[config.mk]
export PLATFORM = sky130hd
export DESIGN_NAME = pixel_frame_writer
export DESIGN_NICKNAME = d
export VERILOG_FILES = /design/src/rtl/pixel_frame_writer_pkg.sv /design/src/rtl/pixel_addr_counter.sv /design/src/rtl/pixel_frame_writer.sv
export SDC_FILE = /design/constraint.sdc
export NUM_CORES = 1
export LEC_CHECK = 0
export ABC_AREA = 1
export BUFFER_PORTS_ARGS = -buffer_cell sky130_fd_sc_hd__buf_4
export CORE_ASPECT_RATIO = 0.8
export CORE_MARGIN = 1
export CORE_UTILIZATION = 50
export CTS_CLUSTER_SIZE = 25
export DETAILED_ROUTE_END_ITERATION = 12
export HOLD_SLACK_MARGIN = 0.08
export MAX_ROUTING_LAYER = met4
export PLACE_DENSITY = 0.74
export SETUP_SLACK_MARGIN = 0.4
export SYNTH_ARGS = -nofsm -noshare
export SYNTH_HDL_FRONTEND = slang
export SYNTH_SLANG_ARGS = --single-unit
export TNS_END_PERCENT = 30
[constraint.sdc]
create_clock -name iClk -period 2.87 [get_ports iClk]
set_input_delay 0.287 -clock iClk [delete_from_list [all_inputs] [get_ports iClk]]
set_output_delay 0.287 -clock iClk [all_outputs]
set_load 0.005 [all_outputs]
[src/rtl/pixel_frame_writer_pkg.sv]
`default_nettype none
// ============================================================================
// Module   : pixel_frame_writer_pkg
// Purpose  : Frame geometry, bus widths and writer state encoding shared by
//            the ingest-side writer and the read-side address decoder.
// Ports    : none (package)
// Revision : 1.0 - initial release
// ============================================================================
package pixel_frame_writer_pkg;

    // Detection window geometry, row-major, one word per pixel
    localparam int DEF_IMG_W   = 66;
    localparam int DEF_IMG_H   = 130;
    localparam int FRAME_PIX   = DEF_IMG_W * DEF_IMG_H;   // 8580
    localparam int DEF_PIX_W   = 8;
    localparam int DEF_ADDR_W  = 15;                      // covers 2 banks

    // Writer state encoding
    localparam int STATE_W = 2;
    typedef logic [STATE_W-1:0] state_t;
    localparam state_t ST_IDLE  = 2'd0;
    localparam state_t ST_FILL  = 2'd1;
    localparam state_t ST_STALL = 2'd2;

endpackage
`default_nettype wire

[src/rtl/pixel_addr_counter.sv]
`default_nettype none
// ============================================================================
// Module   : pixel_addr_counter
// Purpose  : Raster position tracker. Holds column, row and linear offset of
//            the next pixel inside one frame. Usable by writer and reader.
// Ports    : clk, rst      - clock, synchronous active-high reset
//            i_clear       - return to position 0 (applied before advance)
//            i_advance     - step to the next raster position
//            o_lin         - linear offset inside the frame
//            o_last        - current position is the last pixel of the frame
// Revision : 1.0 - initial release
// ============================================================================
module pixel_addr_counter
    import pixel_frame_writer_pkg::*;
#(
    parameter int IMG_W = DEF_IMG_W,
    parameter int IMG_H = DEF_IMG_H,
    parameter int LIN_W = DEF_ADDR_W
) (
    input  logic             clk,
    input  logic             rst,
    input  logic             i_clear,
    input  logic             i_advance,
    output logic [LIN_W-1:0] o_lin,
    output logic             o_last
);

    localparam int COL_W = $clog2(IMG_W);
    localparam int ROW_W = $clog2(IMG_H);
    localparam logic [COL_W-1:0] c_col_last = COL_W'(IMG_W - 1);
    localparam logic [ROW_W-1:0] c_row_last = ROW_W'(IMG_H - 1);

    logic [COL_W-1:0] r_col, w_col_base, w_col_nxt;
    logic [ROW_W-1:0] r_row, w_row_base, w_row_nxt;
    logic [LIN_W-1:0] r_lin, w_lin_base, w_lin_nxt;

    // Clear and advance together leave the counter at position 1, which is
    // what a start-of-frame pixel written at position 0 needs.
    always_comb begin
        w_col_base = i_clear ? '0 : r_col;
        w_row_base = i_clear ? '0 : r_row;
        w_lin_base = i_clear ? '0 : r_lin;
        w_col_nxt  = w_col_base;
        w_row_nxt  = w_row_base;
        w_lin_nxt  = w_lin_base;
        if (i_advance) begin
            w_lin_nxt = w_lin_base + LIN_W'(1);
            if (w_col_base == c_col_last) begin
                w_col_nxt = '0;
                w_row_nxt = (w_row_base == c_row_last) ? '0 : w_row_base + ROW_W'(1);
            end else begin
                w_col_nxt = w_col_base + COL_W'(1);
            end
        end
    end

    always_ff @(posedge clk) begin
        if (rst) begin
            r_col <= '0;
            r_row <= '0;
            r_lin <= '0;
        end else begin
            r_col <= w_col_nxt;
            r_row <= w_row_nxt;
            r_lin <= w_lin_nxt;
        end
    end

    assign o_lin  = r_lin;
    assign o_last = (r_col == c_col_last) && (r_row == c_row_last);

endmodule
`default_nettype wire

[src/rtl/pixel_frame_writer.sv]
`default_nettype none
// ============================================================================
// Module   : pixel_frame_writer
// Purpose  : Writes a raster pixel stream into a two-bank pixel RAM and hands
//            completed banks to the read side (double buffering).
// Ports    : iClk, iRst            - clock, synchronous active-high reset
//            iValid/oReady/iSof    - pixel stream handshake, start of frame
//            iPixel                - pixel value
//            oWrEn/oWrAddr/oWrData - registered RAM write port
//            oFrameDone            - pulse when a bank is completed
//            oRdValid/oRdBank      - oldest completed bank owned by reader
//            iRelease              - reader done with oRdBank
//            oErr                  - pulse on a framing error
// Revision : 1.0 - initial release
// ============================================================================
module pixel_frame_writer
    import pixel_frame_writer_pkg::*;
#(
    parameter int IMG_W  = DEF_IMG_W,
    parameter int IMG_H  = DEF_IMG_H,
    parameter int PIX_W  = DEF_PIX_W,
    parameter int ADDR_W = DEF_ADDR_W
) (
    input  logic              iClk,
    input  logic              iRst,
    input  logic              iValid,
    output logic              oReady,
    input  logic              iSof,
    input  logic [PIX_W-1:0]  iPixel,
    output logic              oWrEn,
    output logic [ADDR_W-1:0] oWrAddr,
    output logic [PIX_W-1:0]  oWrData,
    output logic              oFrameDone,
    output logic              oRdValid,
    output logic              oRdBank,
    input  logic              iRelease,
    output logic              oErr
);

    localparam logic [ADDR_W-1:0] c_bank1_base = ADDR_W'(IMG_W * IMG_H);

    state_t            r_state, w_state_nxt;
    logic              r_wb, w_wb_nxt;
    logic [1:0]        r_full_cnt, w_full_nxt;
    logic              r_rd_bank, w_rd_bank_nxt;
    logic              r_wr_en, w_wr_en_nxt;
    logic [ADDR_W-1:0] r_wr_addr, w_wr_addr_nxt;
    logic [PIX_W-1:0]  r_wr_data, w_wr_data_nxt;
    logic              r_done, w_done_nxt;
    logic              r_err, w_err_nxt;

    logic              w_ready, w_xfer, w_rel, w_complete;
    logic              w_cnt_clear, w_cnt_adv, w_cnt_last;
    logic [ADDR_W-1:0] w_cnt_lin, w_bank_base;

    pixel_addr_counter #(
        .IMG_W (IMG_W),
        .IMG_H (IMG_H),
        .LIN_W (ADDR_W)
    ) u_addr_cnt (
        .clk       (iClk),
        .rst       (iRst),
        .i_clear   (w_cnt_clear),
        .i_advance (w_cnt_adv),
        .o_lin     (w_cnt_lin),
        .o_last    (w_cnt_last)
    );

    assign w_ready     = (r_state != ST_STALL);
    assign w_xfer      = iValid && w_ready;
    // A release with no bank owned by the reader is ignored.
    assign w_rel       = iRelease && (r_full_cnt != 2'd0);
    assign w_bank_base = r_wb ? c_bank1_base : '0;

    always_comb begin
        w_state_nxt   = r_state;
        w_wb_nxt      = r_wb;
        w_rd_bank_nxt = r_rd_bank ^ w_rel;
        w_wr_en_nxt   = 1'b0;
        w_wr_addr_nxt = r_wr_addr;
        w_wr_data_nxt = r_wr_data;
        w_done_nxt    = 1'b0;
        w_err_nxt     = 1'b0;
        w_cnt_clear   = 1'b0;
        w_cnt_adv     = 1'b0;
        w_complete    = 1'b0;

        case (r_state)
            ST_IDLE: begin
                if (w_xfer) begin
                    if (iSof) begin
                        w_wr_en_nxt   = 1'b1;
                        w_wr_addr_nxt = w_bank_base;
                        w_wr_data_nxt = iPixel;
                        w_cnt_clear   = 1'b1;
                        w_cnt_adv     = 1'b1;
                        w_state_nxt   = ST_FILL;
                    end else begin
                        w_err_nxt = 1'b1;           // pixel dropped
                    end
                end
            end
            ST_FILL: begin
                if (w_xfer) begin
                    w_wr_en_nxt   = 1'b1;
                    w_wr_data_nxt = iPixel;
                    if (iSof) begin
                        // Restart the frame in the same bank.
                        w_wr_addr_nxt = w_bank_base;
                        w_err_nxt     = 1'b1;
                        w_cnt_clear   = 1'b1;
                        w_cnt_adv     = 1'b1;
                    end else begin
                        w_wr_addr_nxt = w_bank_base + w_cnt_lin;
                        if (w_cnt_last) begin
                            w_complete  = 1'b1;
                            w_cnt_clear = 1'b1;
                        end else begin
                            w_cnt_adv = 1'b1;
                        end
                    end
                end
            end
            ST_STALL: begin
                if (w_rel) begin
                    w_state_nxt = ST_IDLE;
                end
            end
            default: begin
                w_state_nxt = ST_IDLE;
            end
        endcase

        // Completion and release in the same cycle cancel in the count.
        w_full_nxt = r_full_cnt + {1'b0, w_complete} - {1'b0, w_rel};
        if (w_complete) begin
            w_wb_nxt    = ~r_wb;
            w_done_nxt  = 1'b1;
            w_state_nxt = (w_full_nxt == 2'd2) ? ST_STALL : ST_IDLE;
        end
    end

    always_ff @(posedge iClk) begin
        if (iRst) begin
            r_state    <= ST_IDLE;
            r_wb       <= 1'b0;
            r_full_cnt <= 2'd0;
            r_rd_bank  <= 1'b0;
            r_wr_en    <= 1'b0;
            r_wr_addr  <= '0;
            r_wr_data  <= '0;
            r_done     <= 1'b0;
            r_err      <= 1'b0;
        end else begin
            r_state    <= w_state_nxt;
            r_wb       <= w_wb_nxt;
            r_full_cnt <= w_full_nxt;
            r_rd_bank  <= w_rd_bank_nxt;
            r_wr_en    <= w_wr_en_nxt;
            r_wr_addr  <= w_wr_addr_nxt;
            r_wr_data  <= w_wr_data_nxt;
            r_done     <= w_done_nxt;
            r_err      <= w_err_nxt;
        end
    end

    assign oReady     = w_ready;
    assign oWrEn      = r_wr_en;
    assign oWrAddr    = r_wr_addr;
    assign oWrData    = r_wr_data;
    assign oFrameDone = r_done;
    assign oRdValid   = (r_full_cnt != 2'd0);
    assign oRdBank    = r_rd_bank;
    assign oErr       = r_err;

endmodule
`default_nettype wire
==> impl_results.md <==
- Run status: complete, no violations
- Delay contributed by the slowest stage of the critical path: between 0.3 and 0.4 ns
- Share of the synthesized area in the top cell type: 0.355
- Maximum net fanout on the critical path: 5
- Worst clock skew: 0.00400 ns
- Area growth from synthesis to layout: 21.2%
- Count of endpoints failing hold in the final timing report: 0
- Initial Util: 0.532
- Number of port buffers: 41
- Number of primary I/O pins: 42
- Final Slew Violations: 0
- Maximum number of pins on one net before global-route repair: 35
- WL final: about 8300 um
- Max-Slew Margin vs Limit: 0.445
- Tightest Hold Check Type: in -> reg
- Final Core Density: 0.644
- Vias: 3383
- Die boundary width: 95.5 um
- Sum of negative setup slack: 0 ns
- Kind of start point of the critical path: register
- Clock group share of total power: 0.391
- Total number of nets in the final design: 590
- Combinational fraction of design power: 0.098
- Number of enable flip-flop cells after synthesis: 0
- Final setup violation count: 0
- Series of cell instances along the critical path: nor2_2 -> nand2_1 -> nor2_4 -> nand2_2 -> nand2_4 -> nand2_8 -> nand2_8 -> nor2_1 -> inv_1 -> ha_2 -> nand2_2 -> nor2_4 -> nand4_1 -> buf_4 -> nor2_1 -> nand3_1 -> a21oi_1 -> nand2_1 -> inv_1
- Placeable Area: 6570 um^2
- Peak clock frequency supported by timing: about 420 MHz
- Fraction of registers with async set/reset: 0
- Endpoint kind of the worst setup timing path: register
- Count of different cell masters after synthesis: 41
- Power Internal: 1.27 mW
- Final period demand of the worst path: 2.38 ns
- Worst EP arrival: between 2 and 3 ns
- First-pass iteration count of the detailed router: 5
- CTS clock-pin slew for the worst setup and hold paths: approximately 0.070 ns
- Post-synthesis cell type with the largest combined area: dfxtp_1
- Switching power of the nets: 0.458 mW
- DRC errors left: 0
- Seq pwr share: 0.511
- Post-Synthesis Net Count: 535
- Required time at the worst-slack endpoint: 3.16 ns
- Post-cts hold buffer count: 0
- Critical hold path startpoint: iPixel[2]
- Worst path bufs/invs: 3
- Starting DRT DRC Count: 161
- Total design power: 1.73 mW
- Most frequent cells after synthesis: nand2_1, nor2_1, dfxtp_1
- Mean cell area of the mapped netlist: 6.87 um^2
- Path depth of the worst reg2reg path: 19
- Flops & latches, synth: a little over 60
- Flip-flop cell with the highest count after synthesis: dfxtp_1
- Maximum Capacitance Violations: 0
- Dpl ws: 0.258 ns
- Cts bufs inserted: 9
- Total GRT Usage: 0.252
- Switching part of the total: 0.265
- Initial antenna violation count: 0
- Worst hold margin: 0.196 ns
- Post-Syn Instances: 509
- Slew at the pin closest to its max-slew limit: 0.832 ns
- Final setup margin: approximately 0.5 ns
- Worst hold path depth: 3
- Leakage power total: roughly 1.8 nW
- End point of the most critical hold path: oWrData[2]
- Clock tree from TritonCTS: yes
- Cell at the root of the clock tree: clkbuf_8
- Reg-to-Reg End: u_addr_cnt.r_row[7]
- Total of warnings raised by yosys: 0
- Unrepaired setup endpoints after global routing: true
- HPWL after detailed placement: 5910 um
- Routed Antenna Nets: 0
- Clock net sink count: 62
- Die boundary height: 76.8 um
- Final GP Congestion: ~1
- Start point of the critical path: u_addr_cnt.r_col[2]
- Max Root-Sink Buffers: 2
- Origin of the critical flop-to-flop path: u_addr_cnt.r_col[2]
- FF-to-FF setup slack: 0.49 ns
- Cell with the most instances after synthesis: nand2_1
- Number of antenna cells inserted: 0
- H-tree depth: 3
- Cell class contributing the biggest share of worst-path delay: simple AND/OR/NAND/NOR gates
- Skew-Pair Late Insertion Delay: around 0.34 ns
- Fraction of layout cells with a size suffix above 1: 0.234
- Slowest stage cell on the critical path: dfxtp_1
- IR Drop Worst-Case VDD: 0.000299 V
- Grt ovf: 0
- Critical path start-end classification: reg -> reg
- Drt wl/cell: 12.8 um
- Standard-cell rows: 26
- Sequential-to-total area share from yosys stat: 0.355
- Top area cells in the synthesized netlist: dfxtp_1, nand2_1, nor2_1, a21oi_1, inv_1
- Die area: 7330 um^2
- Power density over the cells: 409 nW/um^2
- Drt via density: 5.18
- Number of global-route vias before repair: between 3000 and 4000
- Fin crit share: 0.830
- Mapped Area: between 3000 and 4000 um^2
- First-pass GRT wire length: 14000 um
==> tightest hold or removal path, delay by kind of cell <==
kind | cells | cell delay (ns)
compound gates | 1 | 0.07
buf+inv | 1 | 0.07
simple gates | 1 | 0.08
==> logic make-up (layout without fill, tap and decap cells) <==
| kind of cell | after synthesis | after routing | share of synthesized area |
|---|---|---|---|
| buffers and inverters | 76 | 136 | 0.0934 |
| AO/OA/AOI/OAI | 77 | 77 | 0.119 |
| XOR/XNOR | 4 | 4 | 0.0100 |
| AND/OR/NAND/NOR | 277 | 277 | 0.376 |
| adder cells (fa/ha/maj) | 13 | 13 | 0.0465 |
| flip-flops | 62 | 62 | 0.355 |
==> layer usage <==
metal,track usage,vias up,share of wire
met5,-,-,0
met4,0.0597,0,0.0082
met3,0.0764,7,0.057
met2,0.382,101,0.44
met1,0.327,1527,0.50
li1,-,1748,-
==> worst max-delay path by stage <==
stage / end / slack (ns) / cells past startpoint
2_1_floorplan: u_addr_cnt.r_row[7] / 0.53 / 20
3_3_place_gp: u_addr_cnt.r_row[7] / 0.34 / 19
3_5_place_dp: u_addr_cnt.r_row[7] / 0.26 / 19
4_1_cts: u_addr_cnt.r_row[1] / 0.38 / 18
5_1_grt: u_addr_cnt.r_row[6] / 0.34 / 19
6_report: u_addr_cnt.r_row[7] / 0.49 / 19
==> power groups by stage <==
stage          combinational (mW)  clock, mW  sequential [mW]
6_report                    0.170      0.677            0.884
5_1_grt                     0.186      0.738            0.885
4_1_cts                     0.152      0.688            0.883
3_5_place_dp                0.151          0            0.903
3_3_place_gp                0.148          0            0.902
2_1_floorplan               0.103          0            0.902
==> metrics by stage <==
| step | cells | instance area [um^2] |
|---|---|---|
| 3_5_place_dp | 624 | 3850 |
| 4_1_cts | 640 | 4040 |
| 2_1_floorplan | 509 | 3490 |
| 3_3_place_gp | 624 | 3850 |
| 6_report | 653 | 4230 |
| 5_1_grt | 653 | 4230 |
==> sequential cells by signal (all words and copies together), names as in the netlist <==
name / count
oWrAddr: 15
u_addr_cnt.o_lin: 15
oWrData: 8
u_addr_cnt.r_row: 8
u_addr_cnt.r_col: 7
r_full_cnt: 2
r_state: 2
oErr: 1
oFrameDone: 1
oRdBank: 1
oWrEn: 1
r_wb: 1
==> layout make-up <==
| cell class | instances | area [um^2] |
|---|---|---|
| repair buffers | 59 | 443 |
| multi-input cells | 371 | 2040 |
| flip-flops and latches | 62 | 1250 |
| clock buffers | 12 | 145 |
| clock inverters | 4 | 22.5 |
| inverters | 61 | 229 |
| well taps | 84 | 105 |
| fillers | 591 | 2340 |
==> cells in the final DEF (no fill, tap or decap), types with 8 or more instances in the layout <==
master and n:
nand2_1 106, nor2_1 69, buf_4 59, dfxtp_1 55
inv_1 54, a21oi_1 44, nand3_1 36, o21ai_0 23
ha_1 11, nor2_4 10, clkbuf_8 10, nor2_2 9
nand4_1 8, nor3_1 8
==> timing repair <==
action	in CTS	in global routing
resized for setup	7	33
buffers inserted	0	13
endpoints found under the hold margin	0	0
pin swaps	2	12
setup endpoints to repair	11	14
(Power assumes the default switching activity.)
